File: config.mk
export PLATFORM = sky130hd
export DESIGN_NAME = io_ctrl
export DESIGN_NICKNAME = d
export VERILOG_FILES = /design/src/rtl/io_ctrl.sv
export SDC_FILE = /design/constraint.sdc
export NUM_CORES = 1
export LEC_CHECK = 0
export CORE_UTILIZATION = 57
export DETAILED_ROUTE_END_ITERATION = 12
export GPL_ROUTABILITY_DRIVEN = 0
export PLACE_DENSITY = 0.89
export SLEW_MARGIN = 20
export SYNTH_ARGS = -nofsm -noshare
export SYNTH_HDL_FRONTEND = slang
export SYNTH_SLANG_ARGS = --single-unit
File: constraint.sdc
create_clock -name CLK -period 4.8 [get_ports CLK]
set_clock_uncertainty 0.1 [all_clocks]
set_input_delay 0.48 -clock CLK [delete_from_list [all_inputs] [get_ports CLK]]
set_output_delay 0.48 -clock CLK [all_outputs]
set_load 0.03 [all_outputs]
File: src/rtl/io_ctrl.sv
// io_ctrl: memory-mapped I/O window 0xFFF0-0xFFFE on the CPU data-memory port.
// Synchronizes/debounces push-keys, synchronizes switches, captures sticky
// key-press events and holds the HEX/LEDR/LEDG output registers.
// Optional macro IO_TIMER_EN compiles in a free-running tick timer at 0xFFF6.
//
// Ports:
//   CLK      system clock, all state updates on posedge
//   RESET_N  asynchronous active-low reset
//   ADDR     data address (ADDR[0] ignored)
//   DIN      store data
//   WE       store strobe, qualified by SEL
//   SEL      combinational window select (ADDR[15:4] == 12'hFFF)
//   DOUT     combinational read data
//   KEY      raw keys, 0 = pressed
//   SW       raw switches
//   HEX      seven-segment value (4 nibbles)
//   LEDR     red LEDs
//   LEDG     green LEDs
module io_ctrl #(
    parameter int unsigned DBITS    = 16,
    parameter int unsigned DEBOUNCE = 50000,
    parameter int unsigned TICK_DIV = 50000
) (
    input  logic             CLK,
    input  logic             RESET_N,
    input  logic [DBITS-1:0] ADDR,
    input  logic [DBITS-1:0] DIN,
    input  logic             WE,
    output logic             SEL,
    output logic [DBITS-1:0] DOUT,
    input  logic [3:0]       KEY,
    input  logic [9:0]       SW,
    output logic [15:0]      HEX,
    output logic [9:0]       LEDR,
    output logic [7:0]       LEDG
);

    localparam int unsigned CW = $clog2(DEBOUNCE);

    // Register index within the window (word-addressed, ADDR[0] dropped)
    logic [2:0] reg_idx;
    logic       wr;
    logic       unused_addr0;

    assign reg_idx      = ADDR[3:1];
    assign SEL          = &ADDR[DBITS-1:4];
    assign wr           = WE & SEL;
    assign unused_addr0 = ADDR[0];

    // Two-flop synchronizers; key flops hold the inverted key so 1 = pressed
    logic [3:0] kmeta, ksync;
    logic [9:0] swmeta, swsync;

    always_ff @(posedge CLK or negedge RESET_N) begin
        if (!RESET_N) begin
            kmeta  <= '0;
            ksync  <= '0;
            swmeta <= '0;
            swsync <= '0;
        end else begin
            kmeta  <= ~KEY;
            ksync  <= kmeta;
            swmeta <= SW;
            swsync <= swmeta;
        end
    end

    // Per-key debounce: counter runs while ksync disagrees with kstable
    logic [3:0]         kstable, kstable_nxt;
    logic [3:0][CW-1:0] dcnt, dcnt_nxt;
    logic [3:0]         kedge, kedge_nxt, w1c;

    always_comb begin
        kstable_nxt = kstable;
        dcnt_nxt    = '0;
        for (int i = 0; i < 4; i++) begin
            if (ksync[i] != kstable[i]) begin
                if (dcnt[i] == CW'(DEBOUNCE - 1)) begin
                    kstable_nxt[i] = ksync[i];
                end else begin
                    dcnt_nxt[i] = dcnt[i] + CW'(1);
                end
            end
        end
    end

    // Sticky press capture; a coincident set beats the write-1-to-clear
    always_comb begin
        w1c       = (wr && reg_idx == 3'd2) ? DIN[3:0] : 4'b0;
        kedge_nxt = (kedge & ~w1c) | (kstable_nxt & ~kstable);
    end

    always_ff @(posedge CLK or negedge RESET_N) begin
        if (!RESET_N) begin
            kstable <= '0;
            dcnt    <= '0;
            kedge   <= '0;
        end else begin
            kstable <= kstable_nxt;
            dcnt    <= dcnt_nxt;
            kedge   <= kedge_nxt;
        end
    end

    // Output registers
    always_ff @(posedge CLK or negedge RESET_N) begin
        if (!RESET_N) begin
            HEX  <= '0;
            LEDR <= '0;
            LEDG <= '0;
        end else if (wr) begin
            case (reg_idx)
                3'd4:    HEX  <= DIN[15:0];
                3'd5:    LEDR <= DIN[9:0];
                3'd6:    LEDG <= DIN[7:0];
                default: ;
            endcase
        end
    end

`ifdef IO_TIMER_EN
    localparam int unsigned PW = $clog2(TICK_DIV);

    // Prescaled tick timer; a load restarts the prescaler and beats a tick
    logic [PW-1:0] presc;
    logic [15:0]   timer;

    always_ff @(posedge CLK or negedge RESET_N) begin
        if (!RESET_N) begin
            presc <= '0;
            timer <= '0;
        end else if (wr && reg_idx == 3'd3) begin
            presc <= '0;
            timer <= DIN[15:0];
        end else if (presc == PW'(TICK_DIV - 1)) begin
            presc <= '0;
            timer <= timer + 16'd1;
        end else begin
            presc <= presc + PW'(1);
        end
    end
`endif

    // Combinational read mux
    logic [15:0] rdata;

    always_comb begin
        rdata = 16'hDEAD;
        if (SEL) begin
            case (reg_idx)
                3'd0:    rdata = {12'b0, kstable};
                3'd1:    rdata = {6'b0, swsync};
                3'd2:    rdata = {12'b0, kedge};
`ifdef IO_TIMER_EN
                3'd3:    rdata = timer;
`endif
                3'd4:    rdata = HEX;
                3'd5:    rdata = {6'b0, LEDR};
                3'd6:    rdata = {8'b0, LEDG};
                default: rdata = 16'hDEAD;
            endcase
        end
    end

    assign DOUT = DBITS'(rdata);

endmodule

# == Word level (Yosys, flattened, before mapping) ==
# Index checks and enable logic that the tools add are counted.
# word_totals
regBits,134
in_bits,49
output_inout_bits,51
wordCells,62
# classes
add_sub_neg,4
eq_ne,13
n_mux,19
n_bitwise,7
reduce_logical,6
# op_table
operator,n
two-way mux 16 bit,9
case mux 16 bit (6 select lines),1
"adder 16 x 1 -> 16 bit, second input constant",4
"== test 16 bit, second input constant",4
NOT 4 bit,3
AND reduction 12 bit,1
"== test 3 bit, second input constant",3
bitwise AND 4 bit,2
two-way mux 1 bit,8
AND reduction 2 bit,3
two-way mux 4 bit,1
inequality test 1 bit,4
bitwise OR 4 bit,1
"== test 3 x 1 -> 1 bit, second input constant",1
"== test 3 x 2 -> 1 bit, second input constant",1
logical NOT 3 bit,1
bitwise AND 1 bit,1
logical AND 1 bit,1

# == Longest topological paths before layout ==
# logic_depth
ltp_word,7
ltp_mapped,6
depth_no_buf,5

# == Worst setup path before layout ==
# OpenSTA, ideal clock, no wires.
# synth_path
kind,in2out
from,input port ADDR[14]
to,output port DOUT[8]
t_arrival_ps,2347
required_ps,4220
path_slack_ps,1873
path_stages,4
path_buffers,0
cell_sequence,nand4_1 -> nor3_1 -> nand2_1 -> nor3_1
# synth_between
elab_chain_len,2
# synth_rtl
item,line_no,rtl
"start, declared",26,"input logic [DBITS-1:0] ADDR,"
AND reduction 12 bit,46,assign SEL = &ADDR[DBITS-1:4];
net SEL,29,"output logic SEL,"
two-way mux 16 bit,149,if (SEL) begin
"end, declared",30,"output logic [DBITS-1:0] DOUT,"
# The timed path passes the listed nets, and every way through them passes these cells.

# == Worst setup path in the final report ==
# layout_path
from,input port ADDR[14]
to,output port DOUT[2]
# layout_between
elab_chain_len,2
# layout_rtl
item,line_no
AND reduction 12 bit,46
two-way mux 16 bit,149
# Every way passes these cells.

==> results.json <==
{
  "report.final.hold_viol_count": 0,
  "drt-total-wl_mm": 15.4,
  "layoutNonFillerInstCount": 796,
  "detail-route-antenna-nets": 0,
  "wl_per_cell_microns": 19.4,
  "yosysSeqAreaShare_pct": 55.3,
  "cp-start-kind": "input port",
  "path_delay_family": "simple AND/OR/NAND/NOR gates",
  "multi_input_area_sq_um": 2570,
  "drt_iter0_markers": 356,
  "worstSetupEndpointType": "primary output",
  "synth.most_common_cell": "dfrtp_1",
  "antenna_cells": 0,
  "p_sw_share_pct": 21.6,
  "initial_core_util_pct": 58.7,
  "min_to": "swsync[6]",
  "whs_path_depth": 0,
  "grt_setup_unrepaired": "no",
  "cts_tree": "done",
  "yosysTopAreaCell": "dfrtp_1",
  "path_max_fanout": 13,
  "powerDensity_nw_per_um2": 332,
  "clk_pin_slew_worst_paths_ns": 0.07,
  "synth.net_count": 595,
  "synthCells": 542,
  "antenna_found_initial": 0,
  "place_inst": 763,
  "dieWidth_microns": 105,
  "power_frac_comb_pct": 4.7,
  "cts_buffers": 17,
  "finalCriticalPeriod_ns": 3.81,
  "synth_top_area_share_pct": 55.3,
  "regArea_sq_um": 3350,
  "synth_ff_type": "dfrtp_1",
  "grt.total_usage_pct": 29.8,
  "synthToLayoutAreaGrowth_pct": 28.0,
  "ios": 100,
  "relSlewSlack_pct": 38.7,
  "clockBufferDepth": 2,
  "setup_viol": 0,
  "cp.arrival_ns": 3.23,
  "path_common_cell": "clkdlybuf4s50_1",
  "fillCellCount": 594,
  "drc": 0,
  "peakVddDrop_mv": 0.221,
  "worst_ep_required_time_ns": 4.22,
  "hp-class": "flop to flop",
  "ys_types": 49,
  "finalMaxSlewViolations": 0,
  "synth_common_cells": "134 x dfrtp_1, 70 x nor2_1, 50 x mux2_2",
  "core_area_sq_um": 10300,
  "netlist_area_sq_um": 6060,
  "r2r_slack_ns": 2.67,
  "grt.overflow.total": 0,
  "path_class": "input port to primary output",
  "cts_root_buf": "clkbuf_8",
  "worst_pin_slew_ns": 0.917,
  "period_share_pct": 79.4,
  "rows": 37,
  "critPathBufInv": 2,
  "drive_gt1_share_pct": 14.4,
  "cpPeakStageDelay_ns": 0.71,
  "min-delay-start": "swmeta[6]",
  "power.internal_mw": 2.02,
  "seqPwrFrac_pct": 45.2,
  "r2r-start": "dcnt[44]",
  "cts.htree.levels": 4,
  "io_buffers": 98,
  "p_sw_uw": 557,
  "reg2reg_depth": 4,
  "cap_viol_max_count": 0,
  "synth_warnings": 0,
  "synthArstFlopShare_pct": 100,
  "dp_hpwl_mm": 9.48,
  "num_vias": 4837,
  "fin_nets": 700,
  "post_cts_buffers": 0,
  "grt_pass1_vias": 4918,
  "path_cells": "clkdlybuf4s50_1 > nand4_1 > nor3_1 > and2_1 > o221ai_1 > clkdlybuf4s50_1",
  "slowest_stage": "clkdlybuf4s50_1",
  "ys_ff_latch": 134,
  "first_pass_iters": 5,
  "fmax_ghz": 0.262,
  "dieArea_sq_um": 11000,
  "finalSetupTns_ns": 0,
  "outcome": "complete, no violations",
  "die_height_microns": 105,
  "synth_area_leaders": "dfrtp_1 55%, mux2_2 9.3%, xnor2_1 6.4%",
  "viasPerCell": 6.08,
  "grt_max_degree": 60,
  "clkPwrFrac_pct": 50.0,
  "p_leak_nw": 3.27,
  "worst_r2r_endpoint": "dcnt[45]",
  "clock_latency_ns": 0.53,
  "clock_sinks": 134,
  "grt_pass1_wl_mm": 24.9,
  "syn_avg_cell_area_sq_um": 11.2,
  "synth-edff-count": 0
}
[timing repair]
item	4_1_cts	5_1_grt
resized for setup	0	0
hold buffers	1	0
endpoints found under the hold margin	32	0
[power by group through the flow]
stage	registers (mW)	logic (mW)	clock network, mW
5_1_grt	1.17	0.133	1.35
3_3_place_gp	1.18	0.114	0
2_1_floorplan	1.18	0.0430	0
6_report	1.17	0.122	1.29
4_1_cts	1.17	0.124	1.30
3_5_place_dp	1.18	0.119	0
[cells by family (layout without fill, tap and decap cells)]
family	count (synthesis)	in the layout	synth area share [%]
compound gates	38	38	4.65
xor+xnor	55	55	7.95
fa+ha+maj	4	4	0.826
buf+inv	34	152	2.27
flops	134	134	55.3
mux	52	52	9.62
simple gates	225	225	19.3
[stage by stage]
stage	util (%)	power, mW	setup slack (ns)	instance area (sq um)	hold slack, ns
floorplan	-	1.22	1.87	6060	0.0844
global placement	69.4	1.30	1.17	7160	0.232
detailed placement	69.4	1.30	1.16	7160	0.235
CTS	75.1	2.58	1.05	7750	0.249
global route	75.1	2.65	0.942	7750	0.251
finish	75.1	2.58	0.988	7750	0.247
[cells in the final DEF (no fill, tap or decap), types with 16 or more instances in the layout]
master / n
dfrtp_1: 134
clkdlybuf4s50_1: 97
nor2_1: 70
mux2_2: 50
xnor2_1: 44
nand2_1: 40
nand4_1: 24
nand3_1: 18
nor4_1: 17
inv_1: 17
nor3_1: 16
clkbuf_16: 16
[worst max path at each step]
stage	start	end	cells past startpoint
3_3_place_gp	ADDR[3]	DOUT[1]	7
5_1_grt	ADDR[6]	DOUT[2]	6
6_report	ADDR[14]	DOUT[2]	6
3_5_place_dp	ADDR[6]	DOUT[3]	6
2_1_floorplan	ADDR[14]	DOUT[8]	4
4_1_cts	ADDR[6]	DOUT[2]	6
[routing by layer]
metal	global-route usage, %	routed length, microns
met1	36.1	5890
met2	50.0	7900
met5	0	0
met3	8.17	1150
met4	13.1	482
[sequential cells by signal, summed over array words and instances (netlist names)]
signal,count
dcnt,64
LEDR,10
swsync,10
kstable,4
HEX,16
swmeta,10
ksync,4
kmeta,4
kedge,4
LEDG,8
[cell type report]
type | count | share of cell area [%]
flip-flops and latches | 134 | 43.2
multi-input cells | 374 | 33.1
repair buffers | 103 | 13.1
clock buffers | 22 | 5.84
well taps | 136 | 2.19
clock inverters | 10 | 1.65
inverters | 17 | 0.823
Note: power is estimated with default switching activity, not from simulation.
